<file path="src/rtl/bus_timeout_pkg.sv">
// bus_timeout_pkg: shared state encoding and default abort fill data
package bus_timeout_pkg;
  typedef enum logic [1:0] {IDLE, BUSY, FLUSH} state_e;
  localparam logic [31:0] DEFAULT_FILL = 32'hdeadbeef;
endpackage

</file>
<file path="src/rtl/if_wb.sv">
// if_wb: pipelined Wishbone bus bundle with master/slave views
interface if_wb #(
  parameter int DW = 32,
  parameter int AW = 32
);
  logic          cyc, stb, we, ack, stall;
  logic [AW-1:0] adr;
  logic [DW/8-1:0] sel;
`ifdef NO_MODPORT_EXPRESSIONS
  logic [DW-1:0] dat_m, dat_s;
  modport master(output cyc, stb, we, adr, sel, dat_m, input ack, stall, dat_s);
  modport slave(input cyc, stb, we, adr, sel, dat_m, output ack, stall, dat_s);
`else
  logic [DW-1:0] dat_i, dat_o;
  modport master(output cyc, stb, we, adr, sel, dat_i, input ack, stall, dat_o);
  modport slave(input cyc, stb, we, adr, sel, dat_i, output ack, stall, dat_o);
`endif
endinterface

</file>
<file path="src/rtl/bus_timeout_timer.sv">
// bus_timeout_timer: counts quiet busy cycles and flags when the abort threshold is reached
module bus_timeout_timer #(
  parameter int TIMEOUT = 256
) (
  input  logic clk_i,
  input  logic rst_i,
  input  logic clr_i,
  input  logic en_i,
  output logic expired_o
);
  localparam int TW = TIMEOUT > 1 ? $clog2(TIMEOUT) : 1;
  logic [TW-1:0] cnt_q, cnt_d;
  assign expired_o = cnt_q == TW'(TIMEOUT - 1);
  assign cnt_d = clr_i ? '0 : (en_i && !expired_o) ? cnt_q + TW'(1) : cnt_q;
  // quiet-cycle counter, held once expired until cleared
  always_ff @(posedge clk_i or negedge rst_i)
    if (!rst_i) cnt_q <= '0;
    else cnt_q <= cnt_d;
endmodule

</file>
<file path="src/rtl/bus_timeout.sv">
// bus_timeout: Wishbone watchdog that aborts silent transactions with synthetic acks
module bus_timeout
  import bus_timeout_pkg::*;
#(
  parameter int          TIMEOUT = 256,
  parameter int          MAXOUT  = 4,
  parameter logic [31:0] FILL    = DEFAULT_FILL
) (
  input  logic       clk_i,
  input  logic       rst_i,
  if_wb.slave        up,
  if_wb.master       down,
  output logic       timeout_o,
  output logic [7:0] err_count_o
);
  state_e     state_q, state_d;
  logic [3:0] out_q, out_d;
  logic [7:0] err_q, err_d;
  logic       flush, full, accept, ack_ok, syn_ack, expired;
  assign flush      = state_q == FLUSH;
  assign full       = out_q == 4'(MAXOUT);
  assign down.adr   = up.adr;
  assign down.we    = up.we;
  assign down.sel   = up.sel;
  assign down.cyc   = up.cyc & !flush;
  assign down.stb   = up.stb & !full & !flush;
  assign up.stall   = down.stall | full | flush;
  assign accept     = up.cyc & up.stb & !up.stall;
  assign ack_ok     = down.ack & !flush & (out_q != '0);
  assign syn_ack    = flush & up.cyc & (out_q != '0);
  assign up.ack     = ack_ok | syn_ack;
  assign timeout_o  = (state_q == BUSY) & up.cyc & !down.ack & expired;
  assign err_count_o = err_q;
`ifdef NO_MODPORT_EXPRESSIONS
  assign down.dat_m = up.dat_m;
  assign up.dat_s   = flush ? FILL : down.dat_s;
`else
  assign down.dat_i = up.dat_i;
  assign up.dat_o   = flush ? FILL : down.dat_o;
`endif
  bus_timeout_timer #(.TIMEOUT(TIMEOUT)) u_timer (
    .clk_i,
    .rst_i,
    .clr_i    ((state_q != BUSY) | down.ack | !up.cyc),
    .en_i     (state_q == BUSY),
    .expired_o(expired)
  );
  // next outstanding count, state and saturating abort count; a master abort wins over everything
  always_comb begin
    out_d   = !up.cyc ? '0 : flush ? out_q - 4'(syn_ack) : out_q + 4'(accept) - 4'(ack_ok);
    state_d = !up.cyc ? IDLE : flush ? (out_q <= 4'd1 ? IDLE : FLUSH) : timeout_o ? FLUSH : (out_d != '0 ? BUSY : IDLE);
    err_d   = err_q + 8'(timeout_o && err_q != 8'hff);
  end
  // state registers, cleared asynchronously by the active-low reset
  always_ff @(posedge clk_i or negedge rst_i)
    if (!rst_i) begin
      state_q <= IDLE;
      out_q   <= '0;
      err_q   <= '0;
    end else begin
      state_q <= state_d;
      out_q   <= out_d;
      err_q   <= err_d;
    end
endmodule

</file>
<file path="src/flat_wrapper.sv">
// flat-port wrapper written by rule: the top's interface ports become plain ports
module bus_timeout_flat import bus_timeout_pkg::*;
#(
  parameter int          TIMEOUT = 256,
  parameter int          MAXOUT  = 4,
  parameter logic [31:0] FILL    = DEFAULT_FILL
)
  (clk_i, rst_i, timeout_o, err_count_o, up_cyc, up_stb, up_we, up_adr, up_sel, up_dat_i, up_ack, up_stall, up_dat_o, down_cyc, down_stb, down_we, down_adr, down_sel, down_dat_i, down_ack, down_stall, down_dat_o);
  if_wb up_i ();
  if_wb down_i ();
  input  logic clk_i;
  input  logic rst_i;
  output logic timeout_o;
  output logic [7:0] err_count_o;
  input wire logic [$bits(up_i.cyc)-1:0] up_cyc;
  input wire logic [$bits(up_i.stb)-1:0] up_stb;
  input wire logic [$bits(up_i.we)-1:0] up_we;
  input wire logic [$bits(up_i.adr)-1:0] up_adr;
  input wire logic [$bits(up_i.sel)-1:0] up_sel;
  input wire logic [$bits(up_i.dat_i)-1:0] up_dat_i;
  output wire logic [$bits(up_i.ack)-1:0] up_ack;
  output wire logic [$bits(up_i.stall)-1:0] up_stall;
  output wire logic [$bits(up_i.dat_o)-1:0] up_dat_o;
  output wire logic [$bits(down_i.cyc)-1:0] down_cyc;
  output wire logic [$bits(down_i.stb)-1:0] down_stb;
  output wire logic [$bits(down_i.we)-1:0] down_we;
  output wire logic [$bits(down_i.adr)-1:0] down_adr;
  output wire logic [$bits(down_i.sel)-1:0] down_sel;
  output wire logic [$bits(down_i.dat_i)-1:0] down_dat_i;
  input wire logic [$bits(down_i.ack)-1:0] down_ack;
  input wire logic [$bits(down_i.stall)-1:0] down_stall;
  input wire logic [$bits(down_i.dat_o)-1:0] down_dat_o;
  assign up_i.cyc = up_cyc;
  assign up_i.stb = up_stb;
  assign up_i.we = up_we;
  assign up_i.adr = up_adr;
  assign up_i.sel = up_sel;
  assign up_i.dat_i = up_dat_i;
  assign up_ack = up_i.ack;
  assign up_stall = up_i.stall;
  assign up_dat_o = up_i.dat_o;
  assign down_cyc = down_i.cyc;
  assign down_stb = down_i.stb;
  assign down_we = down_i.we;
  assign down_adr = down_i.adr;
  assign down_sel = down_i.sel;
  assign down_dat_i = down_i.dat_i;
  assign down_i.ack = down_ack;
  assign down_i.stall = down_stall;
  assign down_i.dat_o = down_dat_o;
  bus_timeout #(.TIMEOUT(TIMEOUT), .MAXOUT(MAXOUT), .FILL(FILL)) u_core (.clk_i(clk_i), .rst_i(rst_i), .up(up_i), .down(down_i), .timeout_o(timeout_o), .err_count_o(err_count_o));
endmodule
</file>
<file path="config.mk">
export PLATFORM = sky130hd
export DESIGN_NAME = bus_timeout_flat
export DESIGN_NICKNAME = d
export VERILOG_FILES = /design/src/rtl/bus_timeout_pkg.sv /design/src/rtl/if_wb.sv /design/src/rtl/bus_timeout_timer.sv /design/src/rtl/bus_timeout.sv /design/src/flat_wrapper.sv
export SDC_FILE = /design/constraint.sdc
export NUM_CORES = 1
export LEC_CHECK = 0
export ABC_AREA = 1
export BUFFER_PORTS_ARGS = -buffer_cell sky130_fd_sc_hd__buf_2
export CAP_MARGIN = 5
export CORE_MARGIN = 1.5
export CORE_UTILIZATION = 28
export CTS_CLUSTER_DIAMETER = 100
export DETAILED_ROUTE_END_ITERATION = 8
export GPL_TIMING_DRIVEN = 0
export HOLD_SLACK_MARGIN = 0.12
export PLACE_DENSITY = 0.65
export SYNTH_ARGS = -nofsm -noshare
export SYNTH_HDL_FRONTEND = slang
export SYNTH_HIERARCHICAL = 1
export SYNTH_SLANG_ARGS = --single-unit
</file>
<file path="constraint.sdc">
create_clock -name clk_i -period 2.9 [get_ports clk_i]
set_input_delay 0.435 -clock clk_i [delete_from_list [all_inputs] [get_ports clk_i]]
set_output_delay 0.435 -clock clk_i [all_outputs]
set_load 0.02 [all_outputs]
</file>
==> summary.txt <==
Finish
  – Syn-to-layout area delta: 42.5%
  – Number of antenna diodes: 0
  – Layout fillers: roughly 800
  – Layout Cell Area excl Fill: 3160 um2
  – Proportion of layout cells with a drive suffix above 1: approximately 58%
  – Nets@finish: 582
  – Core utilization of the finished layout: 41.2%

Synthesis
  – Async SR Flop Fraction: 100%
  – Area share of the largest cell type after synthesis: 24.8%
  – Count leader, synth: buf_4
  – Number of unique standard cell types used by synthesis: 27
  – Mean instance size in the synthesized netlist: 7.31 um2
  – Syn Std Cell Area: 2220 um2
  – Total nets after synthesis: 426
  – Part of the Yosys area used for sequential elements: 24.8%
  – Number of standard cells after synthesis: 304
  – Cell taking the most area after synthesis: dfrtp_1
  – Number of enable flip-flop cells after synthesis: 0
  – Top cells by instance count after synthesis: 69 x buf_4, 47 x nand2_1, 37 x inv_1, 26 x nor2_1, 24 x or2_2
  – Most instantiated flip-flop cell in the synthesis netlist: dfrtp_1
  – Flip-flop and latch count after synthesis: 22
  – Largest cells by area after synthesis: dfrtp_1 25%, buf_4 23%, nand2_1 7.9%
  – Synth warnings: 6

GRT
  – Number of antenna violations at the first check in global routing: 0
  – Most Used Layer, Global Route: met2
  – Overall global routing resource usage: between 10% and 20%
  – Overflow after GRT: 0
  – First-pass GRT wire length: 9210 um
  – Largest net degree at the start of global routing: 23
  – Met3 Track Usage GR: 1.91%
  – Fraction of met1 tracks used by global routing: 16.4%
  – Vias in the first global route: just over 2,000
  – Met2 demand-to-capacity share in global routing: 24.1%

Power and ir drop
  – Power density over the cells: 445 nW/um2
  – Worst supply voltage drop on vdd: about 0.18 mV
  – Leakage component of the power: 1.95 nW

Clocking
  – TritonCTS buffer count: 3
  – Number of gates resized after cts: 0
  – Maximum clock path buffer count: 2
  – # clock sinks: 22
  – Clock slew at reported path FFs: 80 ps
  – Master cell of the clock root buffer: clkbuf_8
  – Total number of H-tree levels: 1
  – Count of buffers added by post-CTS timing repair for setup: 0
  – Worst-skew pair later-pin latency: 260 ps
  – TritonCTS clock tree: built
  – CTS hold repair buffers: 0

Routing
  – Number of remaining DRC errors: 0
  – Iter 0 DRT Violations: 61
  – Number of search-and-repair iterations in the first detailed-routing pass: 4
  – Average wire per cell in the routed design: 10.9 um
  – Via count of the routed design: 2,293
  – Total wire length: 6140 um
  – Remaining antenna violation count after routing: 0
  – Post-detailed-route via-to-cell ratio: 4.09

Floorplanning
  – Die Footprint: roughly 8500 um2
  – Die height: 92.1 um
  – Number of top-level pins: 221
  – Initial standard-cell utilization of the core: 28.9%
  – Die boundary width: 92.1 um
  – Standard cell core area: 7690 um2
  – Std cell rows: 32

Critical path
  – Worst Setup End Kind: flop
  – Critical path data required time: 3090 ps
  – Arrival time of data at the critical path endpoint: 2810 ps
  – Kind of critical path: reg -> reg
  – Peak fanout along the critical path: 6
  – Setup crit start kind: flop

Timing
  – Maximum clock skew at final layout: 3.97 ps
  – TNS Setup: 0 ps
  – Final-report setup violation count: 0
  – Count of endpoints failing hold in the final timing report: 0
  – Final number of max-transition violations: 0
  – Minimum clock period after layout: 2610 ps
  – Relative slew margins: 67.0%
  – RSZ-0062 raised after global routing: no
  – Peak Freq: roughly 380 MHz
  – Pin slew with the least headroom to its limit: 496 ps
  – Share of the clock period used by the worst path after layout: 90.2%

Placed design
  – Detail Placement HPWL: 5350 um
  – Dpl cell area: 3100 um2
  – Final GP Congestion: 0.873
  – Number of I/O port buffers: 151

Hold path
  – Worst hold-check path type: in -> async

Flow run
  – MaxCap Viol Count: 0

Status
  – Result of the run: finished, final reports clean
==> cell type report <==
cell class / instances / area [um2] / share of cell area, %
tap: 102 / 128 / 4.03
inverter: 43 / 166 / 5.26
clock buffer: 4 / 55.1 / 1.74
timing repair buffer: 151 / 756 / 23.9
buffer: 72 / 531 / 16.8
sequential: 22 / 551 / 17.4
multi-input combinational: 167 / 978 / 30.9
==> logic make-up (layout without fill, tap and decap cells) <==
logic type	Yosys count	count (layout)	share of synthesized area [%]
AO/OA/AOI/OAI	10	10	2.54
AND/OR/NAND/NOR	135	135	29.7
flip-flops	22	22	24.8
adder cells (fa/ha/maj)	15	15	8.79
buffers and inverters	115	270	31.4
XOR/XNOR	7	7	2.76
==> placed cells by master, fill, tap and decap left out, types with 14 or more instances in the layout <==
master     n
buf_2    152
buf_4     69
dfrtp_1   22
ha_1      14
inv_1     37
nand2_1   47
nand3_1   20
nor2_1    26
or2_2     24
==> registers in the layout, indices dropped and copies added (netlist names) <==
register and count:
u_core/err_count_o 8, u_core/u_timer/cnt_q 8, u_core/out_q 4, u_core/state_q 2
==> layer usage <==
layer  vias up  routed length [um]
met5         -                   0
met4         0                  61
met3         5                 448
met2       100                3050
met1      1024                2570
li1       1164                   -
==> metrics by stage <==
stage | std cells | setup WS, ps | power (W) | hold WS, ps
after floorplan | 304 | 487 | 0.000967 | 139
after global routing | 561 | 84.2 | 0.00153 | 158
final | 561 | 285 | 0.00141 | 123
after global placement | 557 | 260 | 0.00116 | 438
after CTS | 561 | 174 | 0.00142 | 145
after detailed placement | 557 | 204 | 0.00119 | 441
==> critical path, stage by stage (launching register included) <==
cell and delay, ps:
dfrtp_1 410, inv_1 180, ha_1 180, inv_1 70, nor3_2 180, nor2_1 70, ha_1 270, inv_1 40
ha_1 190, fa_1 490, inv_1 40, nand2_1 60, nand3_1 90, nand3_1 80, nor2_1 40, a21oi_1 130
==> path summary, 6_finish.rpt <==
| path | start | endpoint | slack [ps] | cells past startpoint |
|---|---|---|---|---|
| worst max-delay path | u_core/out_q[2]$_DFF_PN0_ | u_core/state_q[0]$_DFF_PN0_ | 290 | 15 |
| worst min-delay path | rst_i | u_core/u_timer/cnt_q[7]$_DFFE_PN0P_ | 120 | 1 |
| worst max register to register | u_core/out_q[2]$_DFF_PN0_ | u_core/state_q[0]$_DFF_PN0_ | 290 | 15 |
| worst min register to register | u_core/err_count_o[7]$_DFF_PN0_ | u_core/err_count_o[7]$_DFF_PN0_ | 500 | 1 |
| max in group asynchronous | rst_i | u_core/out_q[2]$_DFF_PN0_ | 2440 | 1 |
| min in group clk_i | u_core/err_count_o[7]$_DFF_PN0_ | u_core/err_count_o[7]$_DFF_PN0_ | 500 | 1 |
==> where the power goes <==
group | switching (W) | internal [W]
Combinational | 0.000487 | 0.000329
Clock | 0.0000997 | 0.000121
Sequential | 0.0000306 | 0.000339
Total | 0.000618 | 0.000790
No activity file was read; power rests on OpenSTA's default activity.
